## src/rtl/point_step_pkg.sv

```systemverilog
// Shared types and velocity helpers for the point step engine.
// Optional build macro: POINT_FRICTION_EN (tangential friction on every clamp/push-out).
package point_step_pkg;

    typedef enum logic [1:0] {IDLE, INTEGRATE, COLLIDE, DONE} state_t;
    typedef enum logic [1:0] {SIDE_L, SIDE_R, SIDE_T, SIDE_B} side_t;

    function automatic int sat_vel(input int v, input int vsize);
        int hi;
        int lo;
        hi = (1 <<< (vsize - 1)) - 1;
        lo = -(1 <<< (vsize - 1));
        if (v > hi) return hi;
        if (v < lo) return lo;
        return v;
    endfunction

    // Magnitude after a damped bounce; the caller applies the outgoing sign.
    function automatic int abs_damp(input int v, input int dshift, input int vsize);
        int a;
        a = (v < 0) ? -v : v;
        return sat_vel(a >>> dshift, vsize);
    endfunction

    function automatic int tangential(input int v, input int fshift, input int vsize);
`ifdef POINT_FRICTION_EN
        return sat_vel(v - (v >>> fshift), vsize);
`else
        return sat_vel(v, vsize);
`endif
    endfunction

endpackage

```

## src/rtl/aabb_pushout.sv

```systemverilog
// Combinational single-box test: strict inside check, shallowest side select
// (tie order L, R, T, B) and the corrected position/velocity for that side.
module aabb_pushout
    import point_step_pkg::*;
#(
    parameter int POSITION_SIZE  = 11,
    parameter int VELOCITY_SIZE  = 8,
    parameter int DAMP_SHIFT     = 1,
    parameter int FRICTION_SHIFT = 2
) (
    input  logic        [POSITION_SIZE-1:0] pos_x_in,
    input  logic        [POSITION_SIZE-1:0] pos_y_in,
    input  logic signed [VELOCITY_SIZE-1:0] vel_x_in,
    input  logic signed [VELOCITY_SIZE-1:0] vel_y_in,
    input  logic        [POSITION_SIZE-1:0] box_x0_in,
    input  logic        [POSITION_SIZE-1:0] box_x1_in,
    input  logic        [POSITION_SIZE-1:0] box_y0_in,
    input  logic        [POSITION_SIZE-1:0] box_y1_in,
    output logic                            hit_out,
    output logic        [POSITION_SIZE-1:0] pos_x_out,
    output logic        [POSITION_SIZE-1:0] pos_y_out,
    output logic signed [VELOCITY_SIZE-1:0] vel_x_out,
    output logic signed [VELOCITY_SIZE-1:0] vel_y_out
);

    logic [POSITION_SIZE-1:0] pen_l, pen_r, pen_t, pen_b;
    side_t side;

    always_comb begin
        hit_out = (pos_x_in > box_x0_in) && (pos_x_in < box_x1_in) &&
                  (pos_y_in > box_y0_in) && (pos_y_in < box_y1_in);
        pen_l = pos_x_in - box_x0_in;
        pen_r = box_x1_in - pos_x_in;
        pen_t = pos_y_in - box_y0_in;
        pen_b = box_y1_in - pos_y_in;

        if (pen_l <= pen_r && pen_l <= pen_t && pen_l <= pen_b) side = SIDE_L;
        else if (pen_r <= pen_t && pen_r <= pen_b)              side = SIDE_R;
        else if (pen_t <= pen_b)                                side = SIDE_T;
        else                                                    side = SIDE_B;

        pos_x_out = pos_x_in;
        pos_y_out = pos_y_in;
        vel_x_out = vel_x_in;
        vel_y_out = vel_y_in;
        if (hit_out) begin
            case (side)
                SIDE_L: begin
                    pos_x_out = box_x0_in;
                    vel_x_out = VELOCITY_SIZE'(-abs_damp(int'(vel_x_in), DAMP_SHIFT, VELOCITY_SIZE));
                    vel_y_out = VELOCITY_SIZE'(tangential(int'(vel_y_in), FRICTION_SHIFT, VELOCITY_SIZE));
                end
                SIDE_R: begin
                    pos_x_out = box_x1_in;
                    vel_x_out = VELOCITY_SIZE'(abs_damp(int'(vel_x_in), DAMP_SHIFT, VELOCITY_SIZE));
                    vel_y_out = VELOCITY_SIZE'(tangential(int'(vel_y_in), FRICTION_SHIFT, VELOCITY_SIZE));
                end
                SIDE_T: begin
                    pos_y_out = box_y0_in;
                    vel_y_out = VELOCITY_SIZE'(-abs_damp(int'(vel_y_in), DAMP_SHIFT, VELOCITY_SIZE));
                    vel_x_out = VELOCITY_SIZE'(tangential(int'(vel_x_in), FRICTION_SHIFT, VELOCITY_SIZE));
                end
                default: begin
                    pos_y_out = box_y1_in;
                    vel_y_out = VELOCITY_SIZE'(abs_damp(int'(vel_y_in), DAMP_SHIFT, VELOCITY_SIZE));
                    vel_x_out = VELOCITY_SIZE'(tangential(int'(vel_x_in), FRICTION_SHIFT, VELOCITY_SIZE));
                end
            endcase
        end
    end

endmodule

```

## src/rtl/point_step_engine.sv

```systemverilog
// One-point timestep engine: gravity, Euler step, screen clamp, then sequential box push-out.
// Build macro POINT_FRICTION_EN enables tangential friction (see point_step_pkg).
module point_step_engine
    import point_step_pkg::*;
#(
    parameter int POSITION_SIZE  = 11,
    parameter int VELOCITY_SIZE  = 8,
    parameter int DT_SHIFT       = 0,
    parameter int GRAVITY        = 1,
    parameter int DAMP_SHIFT     = 1,
    parameter int FRICTION_SHIFT = 2,
    parameter int BOUND_X_MAX    = 639,
    parameter int BOUND_Y_MAX    = 479,
    parameter int NUM_OBST       = 4
) (
    input  logic                                      clk_in,
    input  logic                                      rst_in,
    input  logic                                      begin_in,
    output logic                                      ready_out,
    input  logic        [POSITION_SIZE-1:0]           pos_x_in,
    input  logic        [POSITION_SIZE-1:0]           pos_y_in,
    input  logic signed [VELOCITY_SIZE-1:0]           vel_x_in,
    input  logic signed [VELOCITY_SIZE-1:0]           vel_y_in,
    input  logic [NUM_OBST-1:0][POSITION_SIZE-1:0]    obst_x0_in,
    input  logic [NUM_OBST-1:0][POSITION_SIZE-1:0]    obst_x1_in,
    input  logic [NUM_OBST-1:0][POSITION_SIZE-1:0]    obst_y0_in,
    input  logic [NUM_OBST-1:0][POSITION_SIZE-1:0]    obst_y1_in,
    input  logic [$clog2(NUM_OBST+1)-1:0]             obst_count_in,
    output logic        [POSITION_SIZE-1:0]           new_pos_x,
    output logic        [POSITION_SIZE-1:0]           new_pos_y,
    output logic signed [VELOCITY_SIZE-1:0]           new_vel_x,
    output logic signed [VELOCITY_SIZE-1:0]           new_vel_y,
    output logic                                      collided_out,
    output logic                                      result_out
);

    localparam int CW = $clog2(NUM_OBST + 1);
    localparam int IW = (NUM_OBST > 1) ? $clog2(NUM_OBST) : 1;
    localparam int PW = POSITION_SIZE + 2;

    state_t state_q, state_d;
    logic        [CW-1:0]            cnt_q, cnt_d, k_q, k_d;
    logic        [POSITION_SIZE-1:0] px_q, px_d, py_q, py_d;
    logic signed [VELOCITY_SIZE-1:0] vx_q, vx_d, vy_q, vy_d;
    logic                            col_q, col_d;
    logic        [POSITION_SIZE-1:0] new_pos_x_q, new_pos_x_d, new_pos_y_q, new_pos_y_d;
    logic signed [VELOCITY_SIZE-1:0] new_vel_x_q, new_vel_x_d, new_vel_y_q, new_vel_y_d;
    logic                            collided_q, collided_d, result_q, result_d;

    logic signed [PW-1:0]            sx, sy;
    int                              ivx, ivy;
    logic        [POSITION_SIZE-1:0] ix, iy;
    logic                            icol;
    logic                            last_box;
    logic        [IW-1:0]            box_idx;
    logic                            po_hit;
    logic        [POSITION_SIZE-1:0] po_x, po_y;
    logic signed [VELOCITY_SIZE-1:0] po_vx, po_vy;

    // State register
    always_ff @(posedge clk_in or negedge rst_in) begin
        if (!rst_in) state_q <= IDLE;
        else         state_q <= state_d;
    end

    // Next-state logic
    always_comb begin
        state_d = state_q;
        case (state_q)
            IDLE:      if (begin_in) state_d = INTEGRATE;
            INTEGRATE: state_d = (cnt_q == '0) ? DONE : COLLIDE;
            COLLIDE:   if (last_box) state_d = DONE;
            default:   state_d = IDLE;
        endcase
    end

    // Output logic
    always_comb begin
        ready_out    = (state_q == IDLE);
        result_out   = result_q;
        new_pos_x    = new_pos_x_q;
        new_pos_y    = new_pos_y_q;
        new_vel_x    = new_vel_x_q;
        new_vel_y    = new_vel_y_q;
        collided_out = collided_q;
    end

    // Gravity, Euler step and screen clamp; x clamp runs first so its friction feeds the y clamp.
    always_comb begin
        ivx  = int'(vx_q);
        ivy  = sat_vel(int'(vy_q) + GRAVITY, VELOCITY_SIZE);
        sx   = PW'(int'(px_q) + (ivx <<< DT_SHIFT));
        sy   = PW'(int'(py_q) + (ivy <<< DT_SHIFT));
        ix   = POSITION_SIZE'(sx);
        iy   = POSITION_SIZE'(sy);
        icol = 1'b0;
        if (sx < 0) begin
            ix   = '0;
            ivx  = abs_damp(ivx, DAMP_SHIFT, VELOCITY_SIZE);
            ivy  = tangential(ivy, FRICTION_SHIFT, VELOCITY_SIZE);
            icol = 1'b1;
        end else if (sx > BOUND_X_MAX) begin
            ix   = POSITION_SIZE'(BOUND_X_MAX);
            ivx  = -abs_damp(ivx, DAMP_SHIFT, VELOCITY_SIZE);
            ivy  = tangential(ivy, FRICTION_SHIFT, VELOCITY_SIZE);
            icol = 1'b1;
        end
        if (sy < 0) begin
            iy   = '0;
            ivy  = abs_damp(ivy, DAMP_SHIFT, VELOCITY_SIZE);
            ivx  = tangential(ivx, FRICTION_SHIFT, VELOCITY_SIZE);
            icol = 1'b1;
        end else if (sy > BOUND_Y_MAX) begin
            iy   = POSITION_SIZE'(BOUND_Y_MAX);
            ivy  = -abs_damp(ivy, DAMP_SHIFT, VELOCITY_SIZE);
            ivx  = tangential(ivx, FRICTION_SHIFT, VELOCITY_SIZE);
            icol = 1'b1;
        end
    end

    assign box_idx  = k_q[IW-1:0];
    assign last_box = ((k_q + CW'(1)) == cnt_q);

    aabb_pushout #(
        .POSITION_SIZE  (POSITION_SIZE),
        .VELOCITY_SIZE  (VELOCITY_SIZE),
        .DAMP_SHIFT     (DAMP_SHIFT),
        .FRICTION_SHIFT (FRICTION_SHIFT)
    ) u_pushout (
        .pos_x_in  (px_q),
        .pos_y_in  (py_q),
        .vel_x_in  (vx_q),
        .vel_y_in  (vy_q),
        .box_x0_in (obst_x0_in[box_idx]),
        .box_x1_in (obst_x1_in[box_idx]),
        .box_y0_in (obst_y0_in[box_idx]),
        .box_y1_in (obst_y1_in[box_idx]),
        .hit_out   (po_hit),
        .pos_x_out (po_x),
        .pos_y_out (po_y),
        .vel_x_out (po_vx),
        .vel_y_out (po_vy)
    );

    always_comb begin
        cnt_d       = cnt_q;
        k_d         = k_q;
        px_d        = px_q;
        py_d        = py_q;
        vx_d        = vx_q;
        vy_d        = vy_q;
        col_d       = col_q;
        new_pos_x_d = new_pos_x_q;
        new_pos_y_d = new_pos_y_q;
        new_vel_x_d = new_vel_x_q;
        new_vel_y_d = new_vel_y_q;
        collided_d  = collided_q;
        result_d    = 1'b0;
        case (state_q)
            IDLE: begin
                if (begin_in) begin
                    px_d  = pos_x_in;
                    py_d  = pos_y_in;
                    vx_d  = vel_x_in;
                    vy_d  = vel_y_in;
                    col_d = 1'b0;
                    k_d   = '0;
                    cnt_d = (obst_count_in > CW'(NUM_OBST)) ? CW'(NUM_OBST) : obst_count_in;
                end
            end
            INTEGRATE: begin
                px_d  = ix;
                py_d  = iy;
                vx_d  = VELOCITY_SIZE'(ivx);
                vy_d  = VELOCITY_SIZE'(ivy);
                col_d = icol;
                k_d   = '0;
            end
            COLLIDE: begin
                px_d  = po_x;
                py_d  = po_y;
                vx_d  = po_vx;
                vy_d  = po_vy;
                col_d = col_q | po_hit;
                k_d   = k_q + CW'(1);
            end
            default: begin
                new_pos_x_d = px_q;
                new_pos_y_d = py_q;
                new_vel_x_d = vx_q;
                new_vel_y_d = vy_q;
                collided_d  = col_q;
                result_d    = 1'b1;
            end
        endcase
    end

    always_ff @(posedge clk_in or negedge rst_in) begin
        if (!rst_in) begin
            cnt_q       <= '0;
            k_q         <= '0;
            px_q        <= '0;
            py_q        <= '0;
            vx_q        <= '0;
            vy_q        <= '0;
            col_q       <= 1'b0;
            new_pos_x_q <= '0;
            new_pos_y_q <= '0;
            new_vel_x_q <= '0;
            new_vel_y_q <= '0;
            collided_q  <= 1'b0;
            result_q    <= 1'b0;
        end else begin
            cnt_q       <= cnt_d;
            k_q         <= k_d;
            px_q        <= px_d;
            py_q        <= py_d;
            vx_q        <= vx_d;
            vy_q        <= vy_d;
            col_q       <= col_d;
            new_pos_x_q <= new_pos_x_d;
            new_pos_y_q <= new_pos_y_d;
            new_vel_x_q <= new_vel_x_d;
            new_vel_y_q <= new_vel_y_d;
            collided_q  <= collided_d;
            result_q    <= result_d;
        end
    end

endmodule

```

## config.mk

```make
export PLATFORM = sky130hd
export DESIGN_NAME = point_step_engine
export DESIGN_NICKNAME = d
export VERILOG_FILES = /design/src/rtl/point_step_pkg.sv /design/src/rtl/aabb_pushout.sv /design/src/rtl/point_step_engine.sv
export SDC_FILE = /design/constraint.sdc
export NUM_CORES = 1
export LEC_CHECK = 0
export ABC_AREA = 1
export CORE_MARGIN = 5
export CORE_UTILIZATION = 48
export CTS_CLUSTER_SIZE = 30
export DETAILED_ROUTE_END_ITERATION = 8
export PLACE_DENSITY_LB_ADDON = 0.1
export REMOVE_ABC_BUFFERS = 1
export SYNTH_ARGS = -nofsm -noshare
export SYNTH_HDL_FRONTEND = slang
export SYNTH_SLANG_ARGS = --single-unit
export TNS_END_PERCENT = 50
```

## constraint.sdc

```tcl
create_clock -name clk_in -period 5.2 [get_ports clk_in]
set_input_delay 1.3 -clock clk_in [delete_from_list [all_inputs] [get_ports clk_in]]
set_output_delay 1.3 -clock clk_in [all_outputs]
set_load 0.01 [all_outputs]
```

==> results of run 1 <==
==> what timing repair did <==
item	CTS	global route
endpoints found under the setup margin	38	38
cloned	5	3
gates resized for setup	244	101
pin swaps	131	73
hold endpoints to repair	0	0
setup buffers	17	7
==> layer usage <==
layer,share of wire (%),up-vias,global-route usage (%),wire length [um]
met2,47,608,54.3,22400
met3,7.3,144,6.19,3420
li1,-,7046,-,-
met4,4.6,0,14.5,2180
met5,0,-,0,0
met1,41,6735,38.7,19200
==> logic make-up (layout without fill, tap and decap cells) <==
kind of cell               count (synthesis)  count (layout)  synth area share [%]
and+or+nand+nor                          786             788                  28.8
AOI/OAI and AO/OA                        452             452                  21.9
buffers and inverters                    265             702                  8.52
adders and majority gates                158             158                  17.1
DFF                                       87              87                  18.4
xor gates and xnor gates                  70              70                  5.18
other                                      1               4                0.0317
==> registers in the layout, summed over array words and instances (netlist names), 2 cells and up <==
name / flops
py_q: 11
vy_q: 8
cnt_q: 3
new_vel_x: 8
state_q: 2
k_q: 3
px_q: 11
new_pos_x: 11
vx_q: 8
new_vel_y: 8
new_pos_y: 11
==> final timing paths <==
path	depth (start not counted)	slack [ns]	start	end
setup / recovery	31	-0.48	obst_y1_in[34]	px_q[0]
hold / removal	2	0.49	new_pos_x[10]	new_pos_x[10]
setup reg to reg	35	-0.24	k_q[0]	vy_q[0]
hold reg to reg	2	0.49	new_pos_x[10]	new_pos_x[10]
max in group asynchronous	2	3.20	rst_in	cnt_q[2]
min in group asynchronous	1	1.03	rst_in	new_vel_x[7]
==> metrics by stage <==
step / worst slack (ns) / setup TNS [ns]
floorplan: -1.93 / -62.43
global placement: -1.47 / -49.70
detailed placement: -1.56 / -52.51
CTS: -0.359 / -10.39
global route: -0.712 / -22.95
finish: -0.479 / -14.08
==> area by class of cell <==
| type | instances | area share, % |
|---|---|---|
| well taps | 324 | 2.29 |
| clock inverters | 7 | 0.488 |
| multi-input cells | 1470 | 54.0 |
| diodes | 2 | 0.0283 |
| flip-flops and latches | 87 | 12.3 |
| inverters | 204 | 4.48 |
| repair buffers | 482 | 25.1 |
| clock buffers | 9 | 1.27 |
==> placed cells by master, fill, tap and decap left out, types with 16 or more instances in the layout <==
cell type / Yosys / final
nand2_1: 426 / 406
inv_1: 197 / 181
o21ai_1: 28 / 55
buf_4: 1 / 197
dlygate4sd2_1: 0 / 24
nand2_2: 15 / 25
ha_4: 0 / 16
a32o_1: 22 / 17
dfrtp_1: 87 / 86
o21ai_0: 173 / 127
o21ai_2: 2 / 20
xnor2_1: 22 / 22
o22ai_1: 28 / 20
or2_2: 19 / 19
ha_1: 152 / 134
a21oi_2: 1 / 17
a21oi_1: 138 / 121
xor2_1: 48 / 46
clkdlybuf4s50_1: 0 / 219
nor2_4: 5 / 21
nand3_1: 80 / 75
inv_2: 6 / 16
buf_6: 0 / 18
nor2_1: 168 / 137
nor2_2: 4 / 21
nand4_1: 25 / 25
==> critical path, delay by kind of cell <==
kind                       cells  cell delay [ns]
and+or+nand+nor               12             1.15
AOI/OAI and AO/OA              9             1.53
adders and majority gates      3             0.72
xor gates and xnor gates       1             0.12
buffers and inverters          6             1.14
==> flow_summary.ini, run 1 <==
[run_status]
status = finished with violations
failed_checks = negative setup slack

[layout]
multi_input_area_um2 = 9550
drive_above_1_share_pct = 21.5
nFillCells = 2027
design_area_um2 = 17700
fin_util_pct = 72.7
fin_nets = 2632
seq_area_um2 = 2180
fin_cells = 2585
syn_to_final_growth_pct = 49.6

[clock_tree]
clk_latency_ns = 0.37
ctsHoldBuffers = 0
ctsLongestPathBuffers = 2
cts.htree.levels = 3
root_buffer = clkbuf_16
cts.sinks = 87
cts_tree = built
path_clk_slew_ns = 0.09
cts_buffers = 9

[place]
gp_congestion = 0.994
dp_cells = 2535
dpl_cell_area_um2 = 16100
port_buffers = 260
dp_hpwl_mm = 36.5

[sta]
max_freq_mhz = 176
rsz0062_at_grt = true
maxSlewHeadroom_pct = 39.8
layout_setup_ws_ns = -0.479
final_hold_viol_count = 0
worst_pin_slew_ns = 0.902
drv_slew = 0
min_period_ns = 5.68
skew_ns = 0.0182
setup-violations-final = 38
holdWs_ns = 0.487
post-route-period-util_pct = 109

[drt]
drc = 0
vias_per_cell = 5.62
first_iter_violations = 1081
wire_per_inst_um = 18.2
drt-total-wl_mm = 47.1
route.vias.total = 14500
drt_pass1_iterations = 5
drtAntennaViolNets = 0

[floorplan]
rows = 57
initial_core_util_pct = 48.6
core_area_um2 = 24300
die_x_um = 167
io_pins = 261
dieArea_um2 = 27900
die_y_um = 167

[logic_synthesis]
synth_async_sr_flop_share_pct = 100
yosysTopAreaCell = dfrtp_1
yosysUniqueCellTypes = 58
synth_cells = 1819
avgSynthCellArea_um2 = 6.50
yosys_most_used_dff = dfrtp_1
netlist_top_cells_count = 426 x nand2_1, 197 x inv_1, 173 x o21ai_0
synth-edff-count = 0
ys_top_cells_by_area = dfrtp_1 18%, ha_1 16%, nand2_1 14%
syn_area_um2 = 11800
ys_ff_latch = 87
synth_top_area_share_pct = 18.4
post-synth-top-count-cell = nand2_1
yosysSeqAreaShare_pct = 18.4
yosys_warnings = 0

[worst_setup_path]
path_max_fanout = 3
cp_slowest_cell = clkdlybuf4s50_1
cpPeakStageDelay_ns = 0.47
required_ns = 5.48
crit_type = in2reg
crit_path_end_kind = register
crit_arrival_ns = 5.96
critPathLaunchType = primary input

[grt]
first_global_vias = 14200
antenna_found_initial = 2
grt.total_usage_pct = 31.8
grt-ovfl-total = 0
grt_max_degree = 60
grt_pass1_wl_mm = 72.3

[job]
maxCapViolCount = 0

[min_path]
hp-class = reg2reg
Power of run 1 is not shown: default switching activity piles up to over one toggle a cycle in this logic, so the estimate is an artifact.
==> run 2, diff against run 1 <==
==> constraint.sdc (replaced) <==
create_clock -name clk_in -period 4.7 [get_ports clk_in]
set_input_delay 1.175 -clock clk_in [delete_from_list [all_inputs] [get_ports clk_in]]
set_output_delay 1.175 -clock clk_in [all_outputs]
set_load 0.01 [all_outputs]
==> run 2 against run 1 <==
The flow still finishes with violations (negative setup slack). Sequential cell count did not move. Hold slack got worse by 0.0027 ns. Design area rose by 0.40%. Non-clock buffer count rose by 23. First-iteration DRC count rose by 2.2%. Register-to-register slack got worse by 0.58 ns. Cell count rose by 0.81%. Sequential share of layout area barely moved. Via count rose by 0.54%. Critical path type unchanged.
==> flow_summary.ini, run 2 (synthesis gave the netlist of run 1 again) <==
[grt]
antenna_found_initial = 0
grt.total_usage_pct = 31.5
grt-ovfl-total = 0
grt_pass1_wl_mm = 72.3
grt_max_degree = 45
first_global_vias = 14100

[layout]
fin_cells = 2606
drive_above_1_share_pct = 20.3
fin_util_pct = 73.0
fin_nets = 2654
layout_common_cells = 407 x nand2_1, 241 x clkdlybuf4s50_1, 223 x buf_4
final_common_cell = nand2_1
syn_to_final_growth_pct = 50.2

[drt]
drtAntennaViolNets = 0
wire_per_inst_um = 17.9
drt-total-wl_mm = 46.7
drc = 0
first_iter_violations = 1105
route.vias.total = 14600
vias_per_cell = 5.61
drt_pass1_iterations = 6

[sta]
worst_pin_slew_ns = 0.951
layout_setup_ws_ns = -0.990
drv_slew = 0
setup-violations-final = 38
post-route-period-util_pct = 121
maxSlewHeadroom_pct = 36.6
min_period_ns = 5.69
holdWs_ns = 0.484
skew_ns = 0.0206
max_freq_mhz = 176
rsz0062_at_grt = true
final_hold_viol_count = 0

[clock_tree]
cts.sinks = 87
clk_latency_ns = 0.37
ctsLongestPathBuffers = 2
cts_buffers = 9
cts_tree = built
root_buffer = clkbuf_16
path_clk_slew_ns = 0.08
cts.htree.levels = 3

[min_path]
hold_depth = 2
hp-start = new_pos_x[5]
whs_endpoint = new_pos_x[5]
hp-class = reg2reg

[worst_setup_path]
crit_path_end_kind = register
path_common_cell = nor2_1
ff2ff_path_depth = 30
crit_family = compound AO/OA/AOI/OAI gates
r2r_end = vy_q[1]
cpPeakStageDelay_ns = 0.41
path_max_fanout = 7
reg2reg_setup_slack_ns = -0.82
cp_slowest_cell = clkdlybuf4s50_1
cp_num_buf_inv = 5
crit_type = in2reg
rr_startpoint = k_q[0]
crit_arrival_ns = 5.94
critPathLaunchType = primary input
required_ns = 4.95

[floorplan]
io_pins = 261
rows = 57
die_y_um = 167
initial_core_util_pct = 48.6
core_area_um2 = 24300
die_x_um = 167
dieArea_um2 = 27900

[job]
maxCapViolCount = 0

[place]
port_buffers = 260
gp_congestion = 0.946
pre_cts_ws_ns = -1.98
dp_hpwl_mm = 36.7
dp_cells = 2563

[run_status]
failed_checks = negative setup slack
status = finished with violations
run 2: repair_timing:
action	in CTS	in global routing
pin swaps	25	98
buffers inserted	12	12
hold buffers	0	0
setup endpoints to repair	38	39
cloned	3	2
gates resized for setup	88	149
endpoints found under the hold margin	0	0
run 2: worst register-to-register path: cells and delay by family, from the launching register on:
kind            cells  cell delay (ns)
compound gates      7             1.40
simple gates       12             1.33
buf+inv             7             1.29
fa+ha+maj           3             0.85
flops               1             0.45
xor+xnor            1             0.09
run 2: metal layers:
layer,share of wire [%],up-vias,global-route usage (%)
li1,-,7054,-
met4,3.5,0,10.9
met1,41,6827,39.7
met2,49,610,55.4
met5,0,-,0
met3,7.0,121,4.27
run 2: how the worst max path moves through the flow:
stage / start / to / slack, ns / depth (start not counted)
after floorplan: k_q[0] / vy_q[0] / -2.43 / 34
after global placement: obst_y0_in[22] / px_q[2] / -1.84 / 30
after detailed placement: obst_y0_in[33] / px_q[3] / -1.98 / 30
after CTS: obst_y0_in[33] / vy_q[6] / -1.08 / 35
after global routing: obst_x1_in[25] / vy_q[6] / -1.29 / 35
final: obst_x1_in[25] / vy_q[1] / -0.99 / 33
run 2: cell type report:
type                       count  area, um2
fill                        2013       6560
clock inverter                 6        118
clock buffer                  10        229
tap                          324        405
sequential                    87       2180
antenna                        1       2.50
multi-input combinational   1469       9350
timing repair buffer         505       4680
inverter                     204        790
run 2: metrics by stage:
step | instance area [um2] | setup TNS, ns
2_1_floorplan | 11600 | -81.43
3_3_place_gp | 16300 | -65.41
3_5_place_dp | 16300 | -69.15
4_1_cts | 17100 | -37.19
5_1_grt | 17800 | -46.59
6_report | 17800 | -34.65
Power of run 2 is left out for the same reason.
==> run 3, diff against run 2 <==
--- a/config.mk
+++ b/config.mk
@@ -6,6 +6,7 @@
 export NUM_CORES = 1
 export LEC_CHECK = 0
 export ABC_AREA = 1
+export CAP_MARGIN = 15
 export CORE_MARGIN = 5
 export CORE_UTILIZATION = 48
 export CTS_CLUSTER_SIZE = 30
==> results of run 3 <==
No change in the layout: final DEF, timing and power equal those of run 2.
Power of run 3 is left out for the same reason.
